[src/rtl/uart_pkg.sv]
// ---------------------------------------------------------------------------
// uart_pkg
// Shared types and constants for the UART transmit arbiter.
//   arb_state_t : arbiter FSM state encoding
//   MAX_REQ     : largest number of requesters the arbiter is built for
// ---------------------------------------------------------------------------
package uart_pkg;

    localparam int MAX_REQ = 8;

    typedef enum logic [1:0] {
        IDLE      = 2'd0,
        START     = 2'd1,
        WAIT_BUSY = 2'd2,
        WAIT_DONE = 2'd3
    } arb_state_t;

endpackage

[src/rtl/rr_select.sv]
// ---------------------------------------------------------------------------
// rr_select
// Purely combinational round-robin picker. The search starts at
// (last_grant + 1) mod NUM_REQ and wraps, so last_grant itself has the lowest
// priority.
// Ports:
//   req        in  NUM_REQ  request vector
//   last_grant in  IDX_W    index of the previous winner
//   grant      out NUM_REQ  one-hot winner (zero when no request)
//   index      out IDX_W    binary index of the winner
//   any_valid  out 1        at least one request is present
// ---------------------------------------------------------------------------
module rr_select
    import uart_pkg::*;
#(
    parameter int NUM_REQ = 4,
    parameter int IDX_W   = $clog2(NUM_REQ)
) (
    input  logic [NUM_REQ-1:0] req,
    input  logic [IDX_W-1:0]   last_grant,
    output logic [NUM_REQ-1:0] grant,
    output logic [IDX_W-1:0]   index,
    output logic               any_valid
);

    // cand_idx[gi] is the requester examined at search step gi + 1.
    logic [IDX_W-1:0] cand_idx [NUM_REQ];

    generate
        for (genvar gi = 0; gi < NUM_REQ; gi++) begin : g_cand
            assign cand_idx[gi] = IDX_W'((int'(last_grant) + gi + 1) % NUM_REQ);
        end
    endgenerate

    // Walk the candidates from the farthest to the nearest so the nearest
    // requesting candidate is the last (winning) assignment.
    always_comb begin
        grant = '0;
        index = '0;
        for (int i = NUM_REQ - 1; i >= 0; i--) begin
            if (req[cand_idx[i]]) begin
                grant              = '0;
                grant[cand_idx[i]] = 1'b1;
                index              = cand_idx[i];
            end
        end
    end

    assign any_valid = |req;

endmodule

[src/rtl/uart_tx_arbiter.sv]
// ---------------------------------------------------------------------------
// uart_tx_arbiter
// Shares one UART transmitter between NUM_REQ byte sources. In IDLE one
// requester is picked round-robin and accepted with a one-hot o_ready strobe;
// the byte is registered, o_tx_start pulses for one cycle, and the arbiter
// waits for the transmitter to raise and then drop i_tx_busy before the next
// accept. The transmitter is instantiated by the level above.
// Optional build macro:
//   UART_TX_ARB_LOCK_EN : a byte accepted with i_last=0 locks arbitration to
//                         that requester until a byte with i_last=1 is taken.
//                         When undefined, i_last is ignored.
// Ports:
//   i_clk, i_reset  clock, synchronous active-high reset
//   i_valid         per-requester byte valid
//   i_data          requester k at [k*DATA_BITS +: DATA_BITS]
//   i_last          per-requester end-of-packet marker
//   o_ready         one-hot accept strobe (only in IDLE)
//   o_grant_id      index of the most recently accepted requester
//   o_tx_data       registered byte to the transmitter
//   o_tx_start      one-cycle start pulse to the transmitter
//   i_tx_busy       transmitter busy
//   o_busy          high whenever the arbiter is not IDLE
// ---------------------------------------------------------------------------
module uart_tx_arbiter
    import uart_pkg::*;
#(
    parameter int NUM_REQ   = 4,
    parameter int DATA_BITS = 8
) (
    input  logic                           i_clk,
    input  logic                           i_reset,
    input  logic [NUM_REQ-1:0]             i_valid,
    input  logic [NUM_REQ*DATA_BITS-1:0]   i_data,
    input  logic [NUM_REQ-1:0]             i_last,
    output logic [NUM_REQ-1:0]             o_ready,
    output logic [$clog2(NUM_REQ)-1:0]     o_grant_id,
    output logic [DATA_BITS-1:0]           o_tx_data,
    output logic                           o_tx_start,
    input  logic                           i_tx_busy,
    output logic                           o_busy
);

    localparam int IDX_W = $clog2(NUM_REQ);

    arb_state_t             state_reg, state_next;
    logic [IDX_W-1:0]       last_grant_reg;
    logic [IDX_W-1:0]       grant_id_reg;
    logic [DATA_BITS-1:0]   tx_data_reg;

    logic [NUM_REQ-1:0]     eligible;
    logic [NUM_REQ-1:0]     win_onehot;
    logic [IDX_W-1:0]       win_idx;
    logic                   win_any;
    logic                   accept;

    // Per-requester byte lanes.
    logic [DATA_BITS-1:0]   req_byte [NUM_REQ];

    generate
        for (genvar gi = 0; gi < NUM_REQ; gi++) begin : g_lane
            assign req_byte[gi] = i_data[gi*DATA_BITS +: DATA_BITS];
        end
    endgenerate

`ifdef UART_TX_ARB_LOCK_EN
    logic                   lock_reg;
    logic [IDX_W-1:0]       lock_id_reg;
    logic [NUM_REQ-1:0]     lock_mask;

    // While a packet is in progress only its owner may be picked.
    always_comb begin
        lock_mask = '1;
        if (lock_reg) begin
            lock_mask              = '0;
            lock_mask[lock_id_reg] = 1'b1;
        end
    end

    assign eligible = i_valid & lock_mask;

    always_ff @(posedge i_clk) begin
        if (i_reset) begin
            lock_reg    <= 1'b0;
            lock_id_reg <= '0;
        end else if (accept) begin
            lock_reg    <= ~i_last[win_idx];
            lock_id_reg <= win_idx;
        end
    end
`else
    logic last_unused;

    assign eligible    = i_valid;
    assign last_unused = ^i_last;
`endif

    rr_select #(
        .NUM_REQ (NUM_REQ),
        .IDX_W   (IDX_W)
    ) u_rr_select (
        .req        (eligible),
        .last_grant (last_grant_reg),
        .grant      (win_onehot),
        .index      (win_idx),
        .any_valid  (win_any)
    );

    // Next-state and strobes. The accept is gated by reset so no byte is
    // consumed on an edge that is about to clear the arbiter.
    always_comb begin
        state_next = state_reg;
        accept     = 1'b0;
        o_ready    = '0;
        o_tx_start = 1'b0;
        case (state_reg)
            IDLE: begin
                if (win_any && !i_reset) begin
                    accept     = 1'b1;
                    o_ready    = win_onehot;
                    state_next = START;
                end
            end
            START: begin
                o_tx_start = 1'b1;
                state_next = WAIT_BUSY;
            end
            WAIT_BUSY: begin
                if (i_tx_busy) begin
                    state_next = WAIT_DONE;
                end
            end
            WAIT_DONE: begin
                if (!i_tx_busy) begin
                    state_next = IDLE;
                end
            end
            default: state_next = IDLE;
        endcase
    end

    always_ff @(posedge i_clk) begin
        if (i_reset) begin
            state_reg      <= IDLE;
            last_grant_reg <= IDX_W'(NUM_REQ - 1);
            grant_id_reg   <= '0;
            tx_data_reg    <= '0;
        end else begin
            state_reg <= state_next;
            if (accept) begin
                tx_data_reg    <= req_byte[win_idx];
                grant_id_reg   <= win_idx;
                last_grant_reg <= win_idx;
            end
        end
    end

    assign o_tx_data  = tx_data_reg;
    assign o_grant_id = grant_id_reg;
    assign o_busy     = (state_reg != IDLE);

endmodule

[config.mk]
export PLATFORM = sky130hd
export DESIGN_NAME = uart_tx_arbiter
export DESIGN_NICKNAME = d
export VERILOG_FILES = /design/src/rtl/uart_pkg.sv /design/src/rtl/rr_select.sv /design/src/rtl/uart_tx_arbiter.sv
export SDC_FILE = /design/constraint.sdc
export NUM_CORES = 1
export LEC_CHECK = 0
export BUFFER_PORTS_ARGS = -buffer_cell sky130_fd_sc_hd__buf_4
export CORE_MARGIN = 3
export CORE_UTILIZATION = 54
export CTS_BUF_LIST = sky130_fd_sc_hd__clkbuf_2 sky130_fd_sc_hd__clkbuf_4 sky130_fd_sc_hd__clkbuf_8
export CTS_CLUSTER_SIZE = 25
export DETAILED_ROUTE_END_ITERATION = 6
export PLACE_DENSITY = 0.88
export SYNTH_ARGS = -nofsm -noshare
export SYNTH_HDL_FRONTEND = slang
export SYNTH_HIERARCHICAL = 1
export SYNTH_SLANG_ARGS = --single-unit
export TNS_END_PERCENT = 20
[constraint.sdc]
create_clock -name i_clk -period 6.75 [get_ports i_clk]
set_input_delay 0.3375 -clock i_clk [delete_from_list [all_inputs] [get_ports i_clk]]
set_output_delay 0.3375 -clock i_clk [all_outputs]
set_load 0.1 [all_outputs]
# ---- Word-level counts from Yosys, hierarchy flattened
# Cells that the tools add are included.
dict set report op_classes {
  n_addsub 6
  n_lt_le_gt_ge 9
  n_eq_ne 6
  muxes 36
  bitwise_logic 1
  n_reduce_logical 10
}
# cell count
set op_table {}
lappend op_table {{$mux 4} 6}
lappend op_table {{$bmux 8 s2} 1}
lappend op_table {{$mux 8} 2}
lappend op_table {{$mux 2} 7}
lappend op_table {{$lt 2x3->1 const B} 4}
lappend op_table {{$mux 1} 11}
lappend op_table {{$add 2x2->2 const B} 5}
lappend op_table {{$bmux 1 s2} 4}
lappend op_table {{$demux 1 s2} 4}
lappend op_table {{$ge 2x1->1 const B} 4}
lappend op_table {{$pmux 2 s4} 1}
lappend op_table {{$ne 2x2->1 const B} 3}
lappend op_table {{$logic_and 1x1->1} 5}
lappend op_table {{$eq 2x2->1 const B} 2}
lappend op_table {{$reduce_or 4->1} 1}
lappend op_table {{$ge 3x3->1 const B} 1}
lappend op_table {{$not 2->3} 1}
lappend op_table {{$reduce_and 3->1} 1}
lappend op_table {{$add 2x1->2 const B} 1}
lappend op_table {{$eq 2x1->1 const B} 1}
lappend op_table {{$logic_not 2->1} 1}
lappend op_table {{$reduce_bool 2->1} 1}
lappend op_table {{$logic_not 1->1} 1}
dict set report word_totals {
  reg_bits 14
  in_bits 43
  out_inout_bits 16
  elab_cells 72
}

# ---- Longest topological paths before layout
# Gate-level depths: netlist of the first run.
dict set report depth {
  word_depth 12
  depth_mapped 13
  mapped_depth_nobuf 8
}

# ---- Modules after synthesis
# The synthesis of the first run kept the hierarchy.
# module n_inst cells_per_inst area_each_um2 seq_area_each_um2
set modules_own_cells {}
lappend modules_own_cells {uart_tx_arbiter 1 86 919.6 280.3}
lappend modules_own_cells {rr_select 1 70 553.0 0.0}

# ---- Worst setup path before layout of the first run
# No wires, ideal clock.
dict set report synth_timing {
  path_kind {register to output}
  startpoint {register last_grant_reg[0]}
  endpoint {output port o_ready[1]}
  t_arrival_ns 2.900
  t_required_ns 6.412
  setup_slack_ns 3.512
  path_stages_with_launch 11
  path_buffers 3
  cell_sequence {dfxtp_1 -> buf_6 -> buf_2 -> inv_1 -> ha_1 -> clkbuf_1 -> mux4_2 -> clkinv_1 -> o211ai_1 -> a41oi_1 -> and2_1}
}
dict set report synth_between {
  elab_chain_cells 12
}
# element line_no
set synth_lines {}
lappend synth_lines {{start, declared} uart_tx_arbiter.sv:46} ;# logic [IDX_W-1:0] last_grant_reg;
lappend synth_lines {{start signal, assigned} uart_tx_arbiter.sv:144} ;# last_grant_reg <= IDX_W'(NUM_REQ - 1);
lappend synth_lines {{start signal, assigned} uart_tx_arbiter.sv:152} ;# last_grant_reg <= win_idx;
lappend synth_lines {{$add 2x2->2 (2 in series)} rr_select.sv:31} ;# assign cand_idx[gi] = IDX_W'((int'(last_grant) + gi + 1) % NUM_REQ);
lappend synth_lines {{$lt 2x3->1 (implied by the code) / $ge 2x1->1 (equally long branches)} rr_select.sv:43} ;# grant[cand_idx[i]] = 1'b1;
lappend synth_lines {{$logic_and 1x1->1 (implied by the code)} rr_select.sv:43}
lappend synth_lines {{$mux 1 (implied by the code)} rr_select.sv:43}
lappend synth_lines {{$demux 1 s2} -}
lappend synth_lines {{$mux 4 (3 in series)} rr_select.sv:41} ;# if (req[cand_idx[i]]) begin
lappend synth_lines {{$mux 4 *} rr_select.sv:41}
lappend synth_lines {{via win_onehot[1]} uart_tx_arbiter.sv:51} ;# logic [NUM_REQ-1:0] win_onehot;
lappend synth_lines {{$mux 4 *} uart_tx_arbiter.sv:117} ;# if (win_any && !i_reset) begin
lappend synth_lines {{$mux 4 *} uart_tx_arbiter.sv:115} ;# case (state_reg)
lappend synth_lines {{end, declared} uart_tx_arbiter.sv:35} ;# output logic [NUM_REQ-1:0] o_ready,
# Mark *: on every way through the listed nets, which the timed path passes. The rest lies on a longest branch. The select of a mux whose other input is x is not followed.

# ---- Worst setup path in the final report of the first run
dict set report layout_timing {
  startpoint {register last_grant_reg[0]}
  endpoint {output port o_ready[0]}
}
# The elaborated chain is that of the path after synthesis.

==> impl_metrics.json, run 1 <==
{
  "yosysTopAreaCellShare_pct": 19.0,
  "slew-limit-headroom_pct": 28.1,
  "critPathKind": "flip-flop to output port",
  "cts.sinks": 14,
  "clk_pin_slew_ns": 0.09,
  "hp-class": "input pin to flip-flop",
  "gp_congestion": 0.859,
  "grtUsageMet3_pct": 5.57,
  "r2r_end": "o_tx_data[3]$_SDFFE_PP0P_",
  "fmax_ghz": 0.273,
  "n_antenna_cell": 0,
  "syn_area_um2": 1470,
  "worstSetupEndpoint": "o_ready[0]",
  "synth_edf_count": 0,
  "yosysSeqAreaShare_pct": 19.0,
  "reg2reg_depth": 8,
  "ys_warn_count": 6,
  "cts_root_buffer": "clkbuf_4",
  "routedWlPerCell_um": 16.6,
  "finalHoldViolCount": 0,
  "cts_tree": "built",
  "fin_crit_sh_pct": 54.4,
  "crit_start": "last_grant_reg[0]$_SDFFE_PP1P_",
  "path_max_fanout": 19,
  "drtPass1Iterations": 4,
  "fp.dieH_um": 58.2,
  "finalNetCount": 259,
  "final_area_um2": 1880,
  "placedCellCount": 228,
  "grt_use_met1_pct": 26.5,
  "totalNegativeSetupSlack_ns": 0,
  "arrival_ns": 3.33,
  "required_ns": 6.41,
  "hold_start": "i_reset",
  "syn_nets": 212,
  "placed_cell_area_um2": 1840,
  "rsz0062_at_grt": "no",
  "crit_path_end_kind": "output port",
  "grt_use_met2_pct": 41.6,
  "rows": 18,
  "status": "finished clean",
  "async_flop_share_pct": 0,
  "synth-main-ff-cell": "dfxtp_1",
  "hold_slack_ns": 0.313,
  "drv_slew": 0,
  "antenna_left": 0,
  "fin_cells": 232,
  "mostFrequentLayoutCell": "buf_4",
  "area_growth_syn_to_layout_pct": 27.5,
  "cts_resized": 0,
  "vias_per_cell": 6.16,
  "num_vias": 1429,
  "tightest_slew_ns": 1.08,
  "worstReg2RegStart": "last_grant_reg[0]$_SDFFE_PP1P_",
  "setup_viol": 0,
  "postCtsSetupRepairBufs": 0,
  "dieArea_um2": 3390,
  "cts_hold_buf": 0,
  "synthCells": 156,
  "ios": 59,
  "h-tree-depth": 1,
  "die_w_um": 58.2,
  "grt_pass1_wl_mm": 6.16,
  "clock_skew_ns": 0.00371,
  "syn-mean-instance-area_um2": 9.44,
  "yosys.area.top_type": "dfxtp_1",
  "drive_above_1_share_pct": 37.6,
  "grt_use_total_pct": 22.9,
  "clk_latency_ns": 0.29,
  "yosys-top-cells-area": "dfxtp_1 19%, mux2i_1 17%, ha_1 11%, o221ai_2 8.2%, nand3b_1 4.6%",
  "place_hpwl_mm": 3.01,
  "grt_pass1_vias": 1387,
  "routed_wl_mm": 3.84,
  "synth-seq-cells": 14,
  "io_buffers": 54,
  "largest_register_ffs": 8,
  "clockBufferDepth": 2,
  "route.detailed.drc": 0,
  "fin_crit_ns": 3.67,
  "core_um2": 2540,
  "layout_common_cells": "54 x buf_4, 25 x mux2i_1, 14 x dfxtp_1",
  "antenna_found_initial": 0,
  "grt_max_degree": 20,
  "cp-start-kind": "flip-flop",
  "reg2reg_slack_ns": 3.29,
  "busiest_layer": "met2",
  "drtIter0Drc": 75,
  "initial_core_util_pct": 57.9,
  "ys_types": 45,
  "cts_inserted_buffers": 3,
  "grt-ovfl-total": 0,
  "cap_violations": 0
}
## Yosys cell counts (2+ instances only)
cell      instances
a21oi_1           5
a221o_1           2
a22oi_1           2
a31oi_1           3
a32oi_1           2
and2_1            4
buf_2             4
buf_4             2
buf_6             3
clkbuf_1          3
dfxtp_1          14
ha_1             13
inv_1             6
mux2_4            2
mux2i_1          25
nand2_1           8
nand2b_1          4
nand3b_1          9
nor2_1            7
o211ai_1          4
o21ai_0           3
o221ai_2          8
## logic make-up after synthesis
group,synth area share (%)
AOI/OAI and AO/OA,22.0
adders and majority gates,11.0
and+or+nand+nor,18.6
buffers and inverters,7.22
muxes,22.1
DFF,19.0
## metrics by stage
step	worst slack, ns	utilization, %
after floorplan	3.51	-
after global placement	3.45	72.4
after detailed placement	3.32	72.4
after CTS	3.15	73.8
after global routing	2.91	73.8
final	3.08	73.8
## layer usage
metal | vias to the layer above | share of wire [%]
met5 | - | 0
met4 | 0 | 2.2
met3 | 16 | 4.5
met2 | 51 | 54
li1 | 684 | -
met1 | 678 | 39
## worst max-delay path, cell delays in order, from the launching register on
cell	delay, ns
dfxtp_1	0.80
inv_1	0.33
ha_1	0.57
mux2i_1	0.16
o32ai_1	0.39
a22oi_1	0.15
a31oi_1	0.21
and2_1	0.14
buf_4	0.28
## worst min-delay path by stage
stage / cells past startpoint / slack (ns) / end
after floorplan: 2 / 0.48 / state_reg[1]$_SDFFE_PP0P_
after global placement: 2 / 0.44 / o_grant_id[0]$_SDFFE_PP0P_
after detailed placement: 2 / 0.45 / o_grant_id[0]$_SDFFE_PP0P_
after CTS: 2 / 0.31 / o_grant_id[1]$_SDFFE_PP0P_
after global routing: 2 / 0.32 / o_grant_id[0]$_SDFFE_PP0P_
final: 2 / 0.31 / o_grant_id[0]$_SDFFE_PP0P_
## area by class of cell
class / instances / area, um2
Multi-Input combinational cell: 123 / 1090
Fill cell: 187 / 667
Sequential cell: 14 / 280
Clock buffer: 4 / 36.3
Timing Repair Buffer: 54 / 405
Tap cell: 30 / 37.5
Inverter: 7 / 26.3
Power of run 1 is left out: the tool's default activity adds up to more than one toggle a clock period on the data nets, which glitch-free logic cannot reach.
==> run 2, diff against run 1 <==
--- a/config.mk
+++ b/config.mk
@@ -7,11 +7,11 @@
 export LEC_CHECK = 0
 export BUFFER_PORTS_ARGS = -buffer_cell sky130_fd_sc_hd__buf_4
 export CORE_MARGIN = 3
-export CORE_UTILIZATION = 54
+export CORE_UTILIZATION = 45
 export CTS_BUF_LIST = sky130_fd_sc_hd__clkbuf_2 sky130_fd_sc_hd__clkbuf_4 sky130_fd_sc_hd__clkbuf_8
 export CTS_CLUSTER_SIZE = 25
 export DETAILED_ROUTE_END_ITERATION = 6
-export PLACE_DENSITY = 0.88
+export PLACE_DENSITY = 0.78
 export SYNTH_ARGS = -nofsm -noshare
 export SYNTH_HDL_FRONTEND = slang
 export SYNTH_HIERARCHICAL = 1
==> constraint.sdc (replaced) <==
create_clock -name i_clk -period 3.2 [get_ports i_clk]
set_input_delay 0.16 -clock i_clk [delete_from_list [all_inputs] [get_ports i_clk]]
set_output_delay 0.16 -clock i_clk [all_outputs]
set_load 0.1 [all_outputs]
==> run 2 against run 1 <==
  * Final cell count up 6.9%
  * Sequential share of layout area down 0.20 points
  * Hold slack worse by 0.16 ns
  * Clock skew down 0.0018 ns
  * Sequential cell count unchanged
  * Largest cell class unchanged
==> impl_metrics.json, run 2 (synthesis gave the netlist of run 1 again) <==
{
  "routedWlPerCell_um": 15.6,
  "largest_register_ffs": 8,
  "path_max_fanout": 12,
  "cts.sinks": 14,
  "layout_common_cells": "56 x buf_4, 25 x mux2i_1, 13 x ha_1, 13 x dfxtp_1, 9 x nand3b_1",
  "ios": 59,
  "worstSetupEndpoint": "o_ready[1]",
  "rsz0062_at_grt": "no",
  "drive_above_1_share_pct": 38.7,
  "cp-start-kind": "flip-flop",
  "cts_inserted_buffers": 3,
  "cts_root_buffer": "clkbuf_4",
  "setup_viol": 0,
  "gp_congestion": 0.877,
  "clockBufferDepth": 2,
  "drv_slew": 0,
  "finalNetCount": 261,
  "grt-ovfl-total": 0,
  "initial_core_util_pct": 47.8,
  "reg2reg_slack_ns": 0.55,
  "critPathKind": "flip-flop to output port",
  "h-tree-depth": 1,
  "tightest_slew_ns": 0.488,
  "vias_per_cell": 5.73,
  "required_ns": 3.04,
  "drtIter0Drc": 108,
  "postCtsSetupRepairBufs": 0,
  "totalNegativeSetupSlack_ns": 0,
  "clk_pin_slew_ns": 0.09,
  "crit_path_end_kind": "output port",
  "area_growth_syn_to_layout_pct": 29.8,
  "placedCellCount": 244,
  "crit_start": "last_grant_reg[1]$_SDFFE_PP1P_",
  "clk_latency_ns": 0.28,
  "final.fill_count": 273,
  "fin_cells": 248,
  "mostFrequentLayoutCell": "buf_4",
  "reg2reg_depth": 8,
  "clock_skew_ns": 0.00188,
  "grt_pass1_vias": 1406,
  "antenna_left": 0,
  "io_buffers": 54,
  "fin_crit_sh_pct": 89.8,
  "grt_pass1_wl_mm": 6.51,
  "place_hpwl_mm": 2.96,
  "antenna_found_initial": 0,
  "final_util_pct": 62.1,
  "drtPass1Iterations": 4,
  "worstReg2RegStart": "last_grant_reg[1]$_SDFFE_PP1P_",
  "n_antenna_cell": 0,
  "routed_wl_mm": 3.87,
  "hp-class": "input pin to flip-flop",
  "fin_crit_ns": 2.87,
  "grt_max_degree": 20,
  "dieArea_um2": 3990,
  "status": "finished clean",
  "route.detailed.drc": 0,
  "rows": 20,
  "arrival_ns": 2.71,
  "num_vias": 1421,
  "r2r_end": "o_tx_data[5]$_SDFFE_PP0P_",
  "cts_tree": "built",
  "fmax_ghz": 0.348,
  "cap_violations": 0,
  "die_w_um": 63.2,
  "finalHoldViolCount": 0,
  "fp.dieH_um": 63.2,
  "grt_use_total_pct": 19.8,
  "slew-limit-headroom_pct": 67.4,
  "core_um2": 3080
}
[run 2: cell count changes in the layout (fill, tap and decap cells not counted), sizes merged]
cell / previous run / this run
buf: 54 / 56
[run 2: worst max-delay path, cell delays in order (launching register included)]
cell and delay, ns:
dfxtp_2 0.48, inv_1 0.14, ha_1 0.49, mux2i_1 0.31, mux2_2 0.30, nor2_1 0.08, a41oi_1 0.19, and2_1 0.15
buf_4 0.28
[run 2: timing repair]
action / in CTS / in global routing
resized for setup: 0 / 1
hold buffers: 0 / 0
endpoints found under the setup margin: 0 / 2
[run 2: per-stage QoR]
step	area [um2]	hold slack (ns)	worst slack, ns
3_3_place_gp	1870	0.440	0.526
6_report	1910	0.151	0.326
4_1_cts	1910	0.138	0.215
3_5_place_dp	1870	0.451	0.442
2_1_floorplan	1470	0.340	0.140
5_1_grt	1910	0.153	0.0933
[run 2: layer usage]
layer | GRT usage, % | wire length [um]
met5 | 0 | 0
met4 | 3.77 | 57
met3 | 4.28 | 198
met2 | 35.2 | 1950
met1 | 24.5 | 1660
[run 2: cell type report]
cell class | count | area [um2] | share of cell area (%)
multi-input cells | 123 | 1090 | 57.1
repair buffers | 56 | 420 | 22.0
flip-flops and latches | 14 | 282 | 14.7
well taps | 44 | 55.1 | 2.88
clock buffers | 4 | 36.3 | 1.90
inverters | 7 | 26.3 | 1.37
[run 2: how the worst min path moves through the flow]
stage,from,end,slack (ns),cells after the start
floorplan,i_reset,state_reg[0]$_SDFFE_PP0P_,0.34,2
global placement,i_reset,o_grant_id[0]$_SDFFE_PP0P_,0.44,2
detailed placement,i_reset,o_grant_id[1]$_SDFFE_PP0P_,0.45,2
CTS,i_reset,o_grant_id[1]$_SDFFE_PP0P_,0.14,2
global route,i_reset,o_grant_id[1]$_SDFFE_PP0P_,0.15,2
finish,i_reset,o_grant_id[1]$_SDFFE_PP0P_,0.15,2
Power of run 2 is left out for the same reason.
